==> src/rtl/serial_adder_ctrl.sv <==
// -----------------------------------------------------------------------------
// serial_adder_ctrl
//
// Bit-serial add/subtract engine. A single full-adder cell (two half adders and
// an OR for the carry) is reused across all WIDTH bit positions, one bit per
// clock, LSB first. Operands enter through a valid/ready handshake. The result
// leaves through a second valid/ready handshake.
//
// Subtraction is A + ~B + 1. The inverted B and the forced carry-in of 1 are
// loaded at accept time, so the RUN datapath is the same for both operations.
//
// Parameters:
//   WIDTH        operand/result width in bits (1..64)
//
// Ports:
//   clk          system clock, rising edge
//   rst_n        asynchronous reset, active-low
//   i_in_valid   operands and op presented
//   o_in_ready   block can accept operands this cycle (combinational)
//   i_a, i_b     operands A and B
//   i_cin        carry-in, ignored when i_op_sub=1
//   i_op_sub     0: A+B+cin, 1: A-B
//   o_out_valid  result held valid (DONE state)
//   i_out_ready  consumer takes the result
//   o_sum        result bits, registered, held until the next result
//   o_cout       final carry; in subtract mode 1 means no borrow
//   o_busy       high while bits are being processed (RUN state)
// -----------------------------------------------------------------------------
module serial_adder_ctrl #(
  parameter int unsigned WIDTH = 8
) (
  input  logic             clk,
  input  logic             rst_n,
  input  logic             i_in_valid,
  output logic             o_in_ready,
  input  logic [WIDTH-1:0] i_a,
  input  logic [WIDTH-1:0] i_b,
  input  logic             i_cin,
  input  logic             i_op_sub,
  output logic             o_out_valid,
  input  logic             i_out_ready,
  output logic [WIDTH-1:0] o_sum,
  output logic             o_cout,
  output logic             o_busy
);

  localparam int unsigned CntW = (WIDTH > 1) ? $clog2(WIDTH) : 1;
  localparam logic [CntW-1:0] CntLast = CntW'(WIDTH - 1);

  typedef enum logic [1:0] {
    StIdle,
    StRun,
    StDone
  } state_e;

  state_e            r_state;
  state_e            w_state_d;

  logic [WIDTH-1:0]  r_a_sh;
  logic [WIDTH-1:0]  r_b_sh;
  logic [WIDTH-1:0]  r_s_sh;
  logic              r_c;
  logic [CntW-1:0]   r_cnt;
  logic [WIDTH-1:0]  r_sum;
  logic              r_cout;

  logic              w_accept;
  logic              w_shift;
  logic              w_last;

  // Shared full-adder cell built from two half adders.
  logic              w_ha0_s;
  logic              w_ha0_c;
  logic              w_ha1_s;
  logic              w_ha1_c;
  logic              w_carry;
  logic [WIDTH-1:0]  w_s_next;

  assign w_ha0_s = r_a_sh[0] ^ r_b_sh[0];
  assign w_ha0_c = r_a_sh[0] & r_b_sh[0];
  assign w_ha1_s = w_ha0_s ^ r_c;
  assign w_ha1_c = w_ha0_s & r_c;
  assign w_carry = w_ha0_c | w_ha1_c;

  // Result bits enter at the MSB and move down, so after WIDTH shifts bit 0
  // of the result sits at bit 0 of the register.
  if (WIDTH == 1) begin : g_s_w1
    assign w_s_next = w_ha1_s;
  end else begin : g_s_wn
    assign w_s_next = {w_ha1_s, r_s_sh[WIDTH-1:1]};
  end

  // ---------------------------------------------------------------------------
  // Handshake and status outputs
  // ---------------------------------------------------------------------------
  // DONE with out_ready lets a new operation start on the same edge that
  // consumes the result, so there is no bubble between back-to-back ops.
  assign o_in_ready  = (r_state == StIdle) | ((r_state == StDone) & i_out_ready);
  assign w_accept    = i_in_valid & o_in_ready;
  assign o_out_valid = (r_state == StDone);
  assign o_busy      = (r_state == StRun);
  assign o_sum       = r_sum;
  assign o_cout      = r_cout;

  // ---------------------------------------------------------------------------
  // FSM next-state logic
  // ---------------------------------------------------------------------------
  always_comb begin
    w_state_d = r_state;
    w_shift   = 1'b0;
    w_last    = 1'b0;
    unique case (r_state)
      StIdle: begin
        if (w_accept) begin
          w_state_d = StRun;
        end
      end
      StRun: begin
        w_shift = 1'b1;
        if (r_cnt == CntLast) begin
          w_last    = 1'b1;
          w_state_d = StDone;
        end
      end
      StDone: begin
        if (i_out_ready) begin
          w_state_d = i_in_valid ? StRun : StIdle;
        end
      end
      default: begin
        w_state_d = StIdle;
      end
    endcase
  end

  // ---------------------------------------------------------------------------
  // State register
  // ---------------------------------------------------------------------------
  always_ff @(posedge clk or negedge rst_n) begin
    if (!rst_n) begin
      r_state <= StIdle;
    end else begin
      r_state <= w_state_d;
    end
  end

  // ---------------------------------------------------------------------------
  // Datapath: operand shifters, carry, bit counter
  // ---------------------------------------------------------------------------
  always_ff @(posedge clk or negedge rst_n) begin
    if (!rst_n) begin
      r_a_sh <= '0;
      r_b_sh <= '0;
      r_s_sh <= '0;
      r_c    <= 1'b0;
      r_cnt  <= '0;
    end else if (w_accept) begin
      r_a_sh <= i_a;
      r_b_sh <= i_op_sub ? ~i_b : i_b;
      r_c    <= i_op_sub ? 1'b1 : i_cin;
      r_cnt  <= '0;
    end else if (w_shift) begin
      r_a_sh <= r_a_sh >> 1;
      r_b_sh <= r_b_sh >> 1;
      r_s_sh <= w_s_next;
      r_c    <= w_carry;
      r_cnt  <= r_cnt + CntW'(1);
    end
  end

  // ---------------------------------------------------------------------------
  // Result registers: captured on the last RUN edge and held until the next
  // result, independent of the shifters that restart on a new accept.
  // ---------------------------------------------------------------------------
  always_ff @(posedge clk or negedge rst_n) begin
    if (!rst_n) begin
      r_sum  <= '0;
      r_cout <= 1'b0;
    end else if (w_last) begin
      r_sum  <= w_s_next;
      r_cout <= w_carry;
    end
  end

endmodule

==> config.mk <==
export PLATFORM = sky130hd
export DESIGN_NAME = serial_adder_ctrl
export DESIGN_NICKNAME = d
export VERILOG_FILES = /design/src/rtl/serial_adder_ctrl.sv
export SDC_FILE = /design/constraint.sdc
export NUM_CORES = 1
export LEC_CHECK = 0
export CORE_ASPECT_RATIO = 2
export CORE_MARGIN = 2
export CORE_UTILIZATION = 62
export CTS_CLUSTER_DIAMETER = 100
export DETAILED_ROUTE_END_ITERATION = 8
export DONT_BUFFER_PORTS = 1
export GPL_TIMING_DRIVEN = 0
export PLACE_DENSITY = 0.82
export SYNTH_ARGS = -nofsm -noshare
export SYNTH_HDL_FRONTEND = slang
export SYNTH_SLANG_ARGS = --single-unit
==> constraint.sdc <==
create_clock -name clk -period 1.7 [get_ports clk]
set_clock_uncertainty 0.1 [all_clocks]
set_input_delay 0.51 -clock clk [delete_from_list [all_inputs] [get_ports clk]]
set_output_delay 0.51 -clock clk [all_outputs]
set_load 0.1 [all_outputs]
==> flow_summary_export.csv, run 1 <==
group,metric,value,unit
floorplan,io_pins,34,
synth,yosysWarningCount,0,
critical_path,cp.required,1.09,ns
critical_path,worstSetupStartpoint,"r_state[1]",
cts,cts_made_buffers,5,
final_layout,fillCellCount,188,
place,place.gp.congestion,0.743,
grt,antenna_found_initial,0,
synth,syn_area_per_cell,11.3,sq um
critical_path,r2r_setup_slack,0.15,ns
routing,ant_nets,0,
routing,first_pass_iters,4,
sta,fin_crit_sh,1.15,
synth,netlist_area,1800,sq um
sta,final.setup.tns,-0.641,ns
critical_path,crit_fanout,3,
synth,yosysUniqueCellTypes,25,
final_layout,drive_gt1_frac,0.283,
pwr,power.density,2280,nW/um^2
sta,timing.slew.headroom,0.594,
hold_path,holdCritPathClass,"in2reg",
pwr,power.leakage,1.01,nW
sta,setup_viol,3,
sta,layout_setup_ws,-0.254,ns
sta,hold_viol,0,
grt,grt_max_degree,39,
cts,tritoncts,"built",
synth,synth.net_count,185,
job,max_cap_viol_count,0,
synth,synthTopCellsByArea,"dfrtp_1, mux2i_1, mux2_4, nand2_1, o21ai_1",
critical_path,cp-start-kind,"flop",
outcome,violations,"negative setup slack",
pwr,ir_worst_vdd,1.08,mV
final_layout,postLayoutCoreUtil,0.757,
place,dp_hpwl,2310,microns
floorplan,die-area,3380,sq um
cts,cts_sinks,38,
final_layout,final_design_area_no_fill,2100,sq um
place,portBuffers,0,
grt,grt_pass1_vias,1286,
critical_path,arrival,1.34,ns
routing,drc,0,
synth,postSynthCellCount,160,
critical_path,path_class,"reg2out",
place,dp_cells,189,
sta,rsz0062_at_grt,"true",
pwr,power,4.77,mW
final_layout,fin_cells,202,
sta,worst_pin_slew,0.608,ns
final_layout,area_growth,16.2,%
floorplan,rows,27,
critical_path,rr_startpoint,"r_cnt[0]",
cts,root_buffer,"clkbuf_8",
cts,cts_htree_levels,2,
floorplan,dieHeight,80.3,microns
floorplan,die_width,42.1,microns
critical_path,rr_worst_depth,4,
synth,synth-seq-cells,38,
final_layout,final_cell_mix,"nand2_1, dfrtp_1, o21ai_1",
sta,period_needed,1.95,ns
grt,grt_usage,0.226,
cts,clockBufferDepth,2,
routing,wl_per_cell,16.3,microns
final_layout,n_antenna_cell,0,
sta,slew_viol_final,0,
outcome,status,"finished with violations",
synth,synth-async-reset-ratio,1.00,
final_layout,final_common_cell,"nand2_1",
synth,yosysTopAreaCell,"dfrtp_1",
critical_path,end_kind,"output pin",
synth,seq_area_frac_synth,0.527,
cts,clk_latency,0.29,ns
place,postPlaceCellArea,1860,sq um
grt,overflow,0,
synth,yosys.area.top_type_share,0.527,
grt,grt_pass1_wl,5620,microns
final_layout,fin_nets,197,
cts,clkTransAtPathRegs,0.07,ns
critical_path,endpoint,"o_in_ready",
critical_path,rr_endpoint,"o_sum[1]",
routing,drt_first_iter_violations,22,
sta,fmax,512,MHz
routing,drt-vias-per-instance,5.87,
floorplan,initial_utilization,0.651,
synth,ys.flop_type,"dfrtp_1",
routing,routed_wl,3290,microns
synth,synth-edff-count,0,
routing,num_vias,1185,
floorplan,core-area,2770,sq um
where the power goes:
part	switching [mW]	internal [mW]
Clock	0.307	0.431
Combinational	0.875	0.837
Sequential	1.01	1.31
Total	2.19	2.58
cell usage after synthesis (2+ instances only):
| library cell | number |
|---|---|
| a21oi_1 | 2 |
| buf_2 | 6 |
| buf_4 | 2 |
| buf_6 | 2 |
| dfrtp_1 | 38 |
| ha_1 | 2 |
| mux2_4 | 9 |
| mux2i_1 | 15 |
| nand2_1 | 28 |
| nand2b_1 | 3 |
| nand3_1 | 15 |
| nor2_1 | 2 |
| nor2b_1 | 2 |
| o21ai_1 | 16 |
| xor2_1 | 8 |
per-stage QoR:
stage	hold WS [ns]	setup slack, ns
after floorplan	0.114	-0.152
after global placement	0.115	-0.174
after detailed placement	0.115	-0.178
after CTS	0.206	-0.271
after global routing	0.206	-0.292
final	0.216	-0.254
cells by family after synthesis:
group                      after synthesis  share of synthesized area
buffers and inverters                   13                     0.0465
DFF                                     38                      0.527
adders and majority gates                3                     0.0250
xor gates and xnor gates                 9                     0.0437
muxes                                   24                      0.158
AOI/OAI and AO/OA                       21                     0.0618
and+or+nand+nor                         52                      0.137
worst max-delay path: stages, from the launching register on:
cell	delay (ns)
dfrtp_2	0.45
nand2b_4	0.08
nor2b_4	0.53
final cells by class:
cell class | instances | area [sq um] | area share
Buffer | 10 | 86.3 | 0.0412
Clock inverter | 3 | 40.0 | 0.0191
Clock buffer | 5 | 68.8 | 0.0328
Tap cell | 29 | 36.3 | 0.0173
Multi-Input combinational cell | 109 | 791 | 0.377
Timing Repair Buffer | 6 | 85.1 | 0.0406
Sequential cell | 38 | 965 | 0.460
Inverter | 2 | 23.8 | 0.0113
worst min-delay path by stage:
| stage | slack, ns | cells past startpoint | start | end |
|---|---|---|---|---|
| 6_report | 0.22 | 1 | i_out_ready | r_state[1] |
| 3_5_place_dp | 0.12 | 0 | rst_n | o_sum[1] |
| 3_3_place_gp | 0.12 | 0 | rst_n | o_sum[0] |
| 4_1_cts | 0.21 | 1 | i_out_ready | r_state[1] |
| 5_1_grt | 0.21 | 1 | i_out_ready | r_state[1] |
| 2_1_floorplan | 0.11 | 0 | rst_n | o_cout |
metal layers:
| metal | part of all wire | vias up | GRT usage |
|---|---|---|---|
| met5 | 0 | - | 0 |
| met4 | 0.030 | 0 | 0.122 |
| met3 | 0.040 | 11 | 0.0562 |
| met2 | 0.59 | 28 | 0.414 |
| met1 | 0.34 | 587 | 0.226 |
| li1 | - | 559 | - |
what timing repair did:
item                                   4_1_cts  5_1_grt
gates resized for setup                     15        2
hold buffers                                 2        0
gates cloned                                 1        0
buffers inserted                             1        2
setup endpoints to repair                   12        3
endpoints found under the hold margin       38        0
state kept, by name, summed over array words and instances (netlist names):
register / cells
o_sum: 8
r_cnt: 3
r_state: 2
r_c: 1
r_s_sh: 7
r_a_sh: 8
o_cout: 1
r_b_sh: 8
(Power assumes the default switching activity.)
==> run 2, diff against run 1 <==
==> constraint.sdc (replaced) <==
create_clock -name clk -period 1.7 [get_ports clk]
set_clock_uncertainty 0.1 [all_clocks]
set_input_delay 0.51 -clock clk [delete_from_list [all_inputs] [get_ports clk]]
set_output_delay 0.51 -clock clk [all_outputs]
set_load 0.02 [all_outputs]
==> run 2 against run 1 <==
The flow now finishes without violations; worst hold slack improved by 0.019 ns; critical path type unchanged; critical path depth increased by 1; power decreased by 16%; worst setup slack improved by 0.29 ns; sequential power decreased by 27%; cell area decreased by 1.8%; final cell count unchanged; utilization decreased by 1.4 points; fmax increased by 17%; combinational power decreased by 9.9%.
==> flow_summary_export.csv, run 2 (synthesis gave the netlist of run 1 again) <==
group,metric,value,unit
outcome,status,"complete, no violations",
grt,grt_pass1_vias,1324,
sta,worst_pin_slew,0.392,ns
final_layout,fin_cells,202,
place,dp_hpwl,2340,microns
routing,drc,0,
sta,layout_setup_ws,0.0356,ns
grt,grt_usage,0.239,
pwr,p_seq_frac,0.426,
pwr,switchingPower,1.45,mW
hold_path,holdCritPathClass,"in2reg",
critical_path,end_kind,"output pin",
floorplan,dieHeight,80.3,microns
floorplan,core-area,2770,sq um
pwr,p_sw_frac,0.365,
final_layout,fin_nets,197,
cts,cts_sinks,38,
routing,ant_nets,0,
sta,setup_viol,0,
grt,antenna_found_initial,0,
routing,wl_per_cell,17.2,microns
sta,period_needed,1.66,ns
grt,grt_max_degree,39,
sta,rsz0062_at_grt,"true",
sta,hold_ws,0.235,ns
cts,clk_latency,0.29,ns
cts,tritoncts,"built",
critical_path,crit_fanout,5,
critical_path,path_class,"reg2out",
job,max_cap_viol_count,0,
critical_path,endpoint,"o_busy",
grt,overflow,0,
cts,clockBufferDepth,2,
cts,cts_made_buffers,5,
sta,hold_viol,0,
critical_path,rr_worst_depth,4,
routing,first_pass_iters,4,
routing,routed_wl,3470,microns
place,portBuffers,0,
critical_path,worstSetupStartpoint,"r_state[1]",
critical_path,r2r_setup_slack,0.13,ns
routing,drt_first_iter_violations,17,
pwr,power.leakage,1.01,nW
place,dp_cells,189,
floorplan,die-area,3380,sq um
final_layout,area_growth,14.2,%
pwr,cell_internal_pwr,2.53,mW
critical_path,cp-start-kind,"flop",
sta,fin_crit_sh,0.979,
cts,root_buffer,"clkbuf_8",
grt,grt_pass1_wl,5940,microns
routing,num_vias,1188,
pwr,ir_worst_vdd,1.59,mV
place,place.gp.congestion,0.744,
floorplan,rows,27,
sta,fmax,601,MHz
cts,cts_htree_levels,2,
floorplan,io_pins,34,
final_layout,n_antenna_cell,0,
pwr,power.density,1940,nW/um^2
sta,final.setup.tns,0,ns
cts,clkTransAtPathRegs,0.07,ns
final_layout,drive_gt1_frac,0.220,
place,pre_cts_slack,0.0179,ns
critical_path,rr_startpoint,"r_cnt[0]",
final_layout,final_cell_mix,"dfrtp_1, nand2_1, o21ai_1",
floorplan,die_width,42.1,microns
critical_path,arrival,1.05,ns
sta,timing.slew.headroom,0.739,
routing,drt-vias-per-instance,5.88,
critical_path,cp.required,1.09,ns
sta,slew_viol_final,0,
critical_path,rr_endpoint,"o_sum[1]",
final_layout,final_common_cell,"dfrtp_1",
pwr,p_clk_frac,0.188,
floorplan,initial_utilization,0.651,
pwr,pwr-share-comb,0.386,
## run 2: power by group through the flow
stage                     clock, mW  sequential, mW  combinational, mW
final                         0.748            1.70               1.54
after global routing          0.803            1.75               1.69
after CTS                     0.756            1.70               1.55
after detailed placement          0            1.71               1.32
after global placement            0            1.68               1.26
after floorplan                   0            1.63               1.12
## run 2: worst max-delay path: stages (launching register included)
cell and delay (ns):
dfrtp_1 0.40, nand2b_4 0.18, clkinv_8 0.05, buf_8 0.12
## run 2: layout make-up
| class | count | area, sq um |
|---|---|---|
| Buffer | 9 | 65.1 |
| Clock buffer | 5 | 68.8 |
| Tap cell | 29 | 36.3 |
| Fill cell | 203 | 712 |
| Inverter | 2 | 20.0 |
| Multi-Input combinational cell | 109 | 783 |
| Timing Repair Buffer | 7 | 92.6 |
| Sequential cell | 38 | 952 |
| Clock inverter | 3 | 40.0 |
## run 2: worst min-delay path by stage
stage                      startpoint          to  slack [ns]  depth (start not counted)
after detailed placement        rst_n    o_sum[1]        0.12                          0
after CTS                 i_out_ready  r_state[1]        0.24                          1
after global placement          rst_n    o_sum[0]        0.12                          0
final                     i_out_ready  r_state[1]        0.24                          1
after floorplan                 rst_n      o_cout        0.11                          0
after global routing      i_out_ready  r_state[1]        0.24                          1
## run 2: layer usage
metal,global-route usage,part of all wire,vias to the layer above
li1,-,-,562
met1,0.228,0.34,585
met2,0.445,0.59,31
met3,0.0607,0.040,10
met4,0.134,0.029,0
met5,0,0,-
## run 2: what timing repair did
| action | 4_1_cts | 5_1_grt |
|---|---|---|
| resized for setup | 9 | 1 |
| hold buffers | 2 | 0 |
| endpoints found under the hold margin | 38 | 0 |
| pin swaps | 0 | 0 |
| setup endpoints to repair | 2 | 3 |
| cloned | 1 | 0 |
| buffers inserted | 3 | 1 |
## run 2: through the flow
step | utilization | total power [mW] | area (sq um)
floorplan | - | 2.74 | 1810
CTS | 0.748 | 4.00 | 2070
global route | 0.743 | 4.24 | 2060
global placement | 0.665 | 2.94 | 1840
finish | 0.743 | 3.98 | 2060
detailed placement | 0.665 | 3.02 | 1840
==> run 3, diff against run 2 <==
--- a/config.mk
+++ b/config.mk
@@ -7,12 +7,12 @@
 export LEC_CHECK = 0
 export CORE_ASPECT_RATIO = 2
 export CORE_MARGIN = 2
-export CORE_UTILIZATION = 62
+export CORE_UTILIZATION = 35
 export CTS_CLUSTER_DIAMETER = 100
 export DETAILED_ROUTE_END_ITERATION = 8
 export DONT_BUFFER_PORTS = 1
 export GPL_TIMING_DRIVEN = 0
-export PLACE_DENSITY = 0.82
+export PLACE_DENSITY = 0.53
 export SYNTH_ARGS = -nofsm -noshare
 export SYNTH_HDL_FRONTEND = slang
 export SYNTH_SLANG_ARGS = --single-unit
==> run 3 against run 2 <==
First-iteration DRC count decreased by 29%; power decreased by 3.6%; fmax decreased by 1.5%; critical path depth unchanged; routed wire length decreased by 2.0%; register-to-register slack got worse by 0.05 ns; worst setup slack got worse by 0.026 ns; flip-flop and latch count unchanged; worst hold slack about the same; combinational power about the same; critical path type unchanged; utilization decreased by 33 points.
==> flow_summary_export.csv, run 3 (synthesis gave the netlist of run 1 again) <==
group,metric,value,unit
outcome,status,"complete, no violations",
final_layout,final_common_cell,"dfrtp_1",
critical_path,rr_endpoint,"o_sum[5]",
final_layout,final_design_area_no_fill,2090,sq um
pwr,power.density,1840,nW/um^2
sta,worst_pin_slew,0.408,ns
sta,timing.slew.headroom,0.728,
critical_path,crit_family,"flip-flops",
critical_path,path_class,"reg2out",
critical_path,slowest_delay,0.41,ns
sta,final.setup.tns,0,ns
floorplan,initial_utilization,0.357,
pwr,power,3.84,mW
routing,ant_nets,0,
routing,routed_wl,3400,microns
routing,drc,0,
pwr,p_sw_frac,0.363,
final_layout,area_growth,16.0,%
grt,overflow,0,
grt,grt_pass1_vias,1192,
place,dp_cells,218,
final_layout,drive_gt1_frac,0.215,
cts,cts_htree_levels,2,
critical_path,end_kind,"output pin",
pwr,power.leakage,1.02,nW
job,max_cap_viol_count,0,
cts,clockBufferDepth,2,
routing,drt-vias-per-instance,4.95,
critical_path,cp-start-kind,"flop",
critical_path,rr_startpoint,"r_state[1]",
pwr,ir_worst_vdd,1.00,mV
critical_path,rr_worst_depth,6,
floorplan,dieHeight,106,microns
place,place.gp.congestion,0.704,
cts,root_buffer,"clkbuf_8",
place,portBuffers,0,
routing,num_vias,1138,
critical_path,worstSetupStartpoint,"r_state[1]",
sta,hold_ws,0.235,ns
pwr,cell_internal_pwr,2.45,mW
critical_path,cp_slowest_cell,"dfrtp_1",
floorplan,die-area,5780,sq um
grt,grt_max_degree,39,
floorplan,io_pins,34,
sta,rsz0062_at_grt,"true",
sta,period_needed,1.69,ns
cts,clk_latency,0.29,ns
grt,grt_usage,0.138,
floorplan,rows,37,
pwr,switchingPower,1.39,mW
place,dp_hpwl,2270,microns
place,pre_cts_slack,0.0308,ns
cts,tritoncts,"built",
floorplan,core-area,5050,sq um
critical_path,cp_cell_sequence,"nand2b_4, clkinv_8, buf_12",
critical_path,endpoint,"o_busy",
final_layout,postLayoutCoreUtil,0.414,
pwr,p_clk_frac,0.158,
sta,fmax,592,MHz
critical_path,cp.required,1.09,ns
critical_path,crit_buf_inv,2,
final_layout,fillCellCount,486,
routing,wl_per_cell,14.8,microns
grt,antenna_found_initial,0,
final_layout,fin_cells,230,
cts,clkTransAtPathRegs,0.07,ns
routing,drt_first_iter_violations,12,
sta,hold_viol,0,
pwr,p_seq_frac,0.437,
sta,slew_viol_final,0,
sta,setup_viol,0,
critical_path,arrival,1.08,ns
routing,first_pass_iters,4,
sta,layout_setup_ws,0.00970,ns
critical_path,r2r_setup_slack,0.08,ns
pwr,pwr-share-comb,0.405,
hold_path,holdCritPathClass,"in2reg",
cts,cts_made_buffers,5,
cts,cts_sinks,38,
final_layout,final_cell_mix,"dfrtp_1, nand2_1, o21ai_1",
critical_path,crit_fanout,5,
critical_path,worst-path-stages,3,
final_layout,fin_nets,198,
grt,grt_pass1_wl,5790,microns
final_layout,n_antenna_cell,0,
place,postPlaceCellArea,1880,sq um
sta,fin_crit_sh,0.994,
floorplan,die_width,54.8,microns
run 3: area by class of cell:
| cell class | instances | area, sq um | area share |
|---|---|---|---|
| buffer | 9 | 67.6 | 0.0323 |
| timing repair buffer | 8 | 104 | 0.0497 |
| sequential | 38 | 951 | 0.455 |
| inverter | 2 | 22.5 | 0.0108 |
| tap | 58 | 72.6 | 0.0347 |
| clock buffer | 6 | 82.6 | 0.0395 |
| multi-input combinational | 109 | 791 | 0.378 |
run 3: metal layers:
| layer | share of wire | GRT usage | up-vias | wire [microns] |
|---|---|---|---|---|
| met5 | 0 | 0 | - | 0 |
| met4 | 0.019 | 0.0536 | 0 | 64 |
| met3 | 0.057 | 0.0425 | 6 | 195 |
| met2 | 0.45 | 0.201 | 31 | 1540 |
| met1 | 0.47 | 0.188 | 537 | 1600 |
| li1 | - | - | 564 | - |
run 3: what timing repair did:
action,4_1_cts,5_1_grt
hold buffers,2,0
hold endpoints to repair,38,0
buffers inserted,4,1
cloned,1,0
setup endpoints to repair,2,3
gates resized for setup,10,2
run 3: power groups by stage:
stage                     registers (mW)  clock network [mW]  logic [mW]
final                               1.68               0.607        1.55
after global routing                1.74               0.675        1.74
after CTS                           1.69               0.625        1.59
after detailed placement            1.70                   0        1.31
after global placement              1.69                   0        1.30
after floorplan                     1.63                   0        1.12
run 3: worst min-delay path by stage:
stage / cells after the start / slack (ns) / to / startpoint
after floorplan: 0 / 0.11 / o_cout / rst_n
after global placement: 0 / 0.12 / r_a_sh[7] / rst_n
after detailed placement: 0 / 0.12 / r_a_sh[7] / rst_n
after CTS: 1 / 0.23 / r_state[1] / i_out_ready
after global routing: 1 / 0.23 / r_state[1] / i_out_ready
final: 1 / 0.23 / r_state[1] / i_out_ready
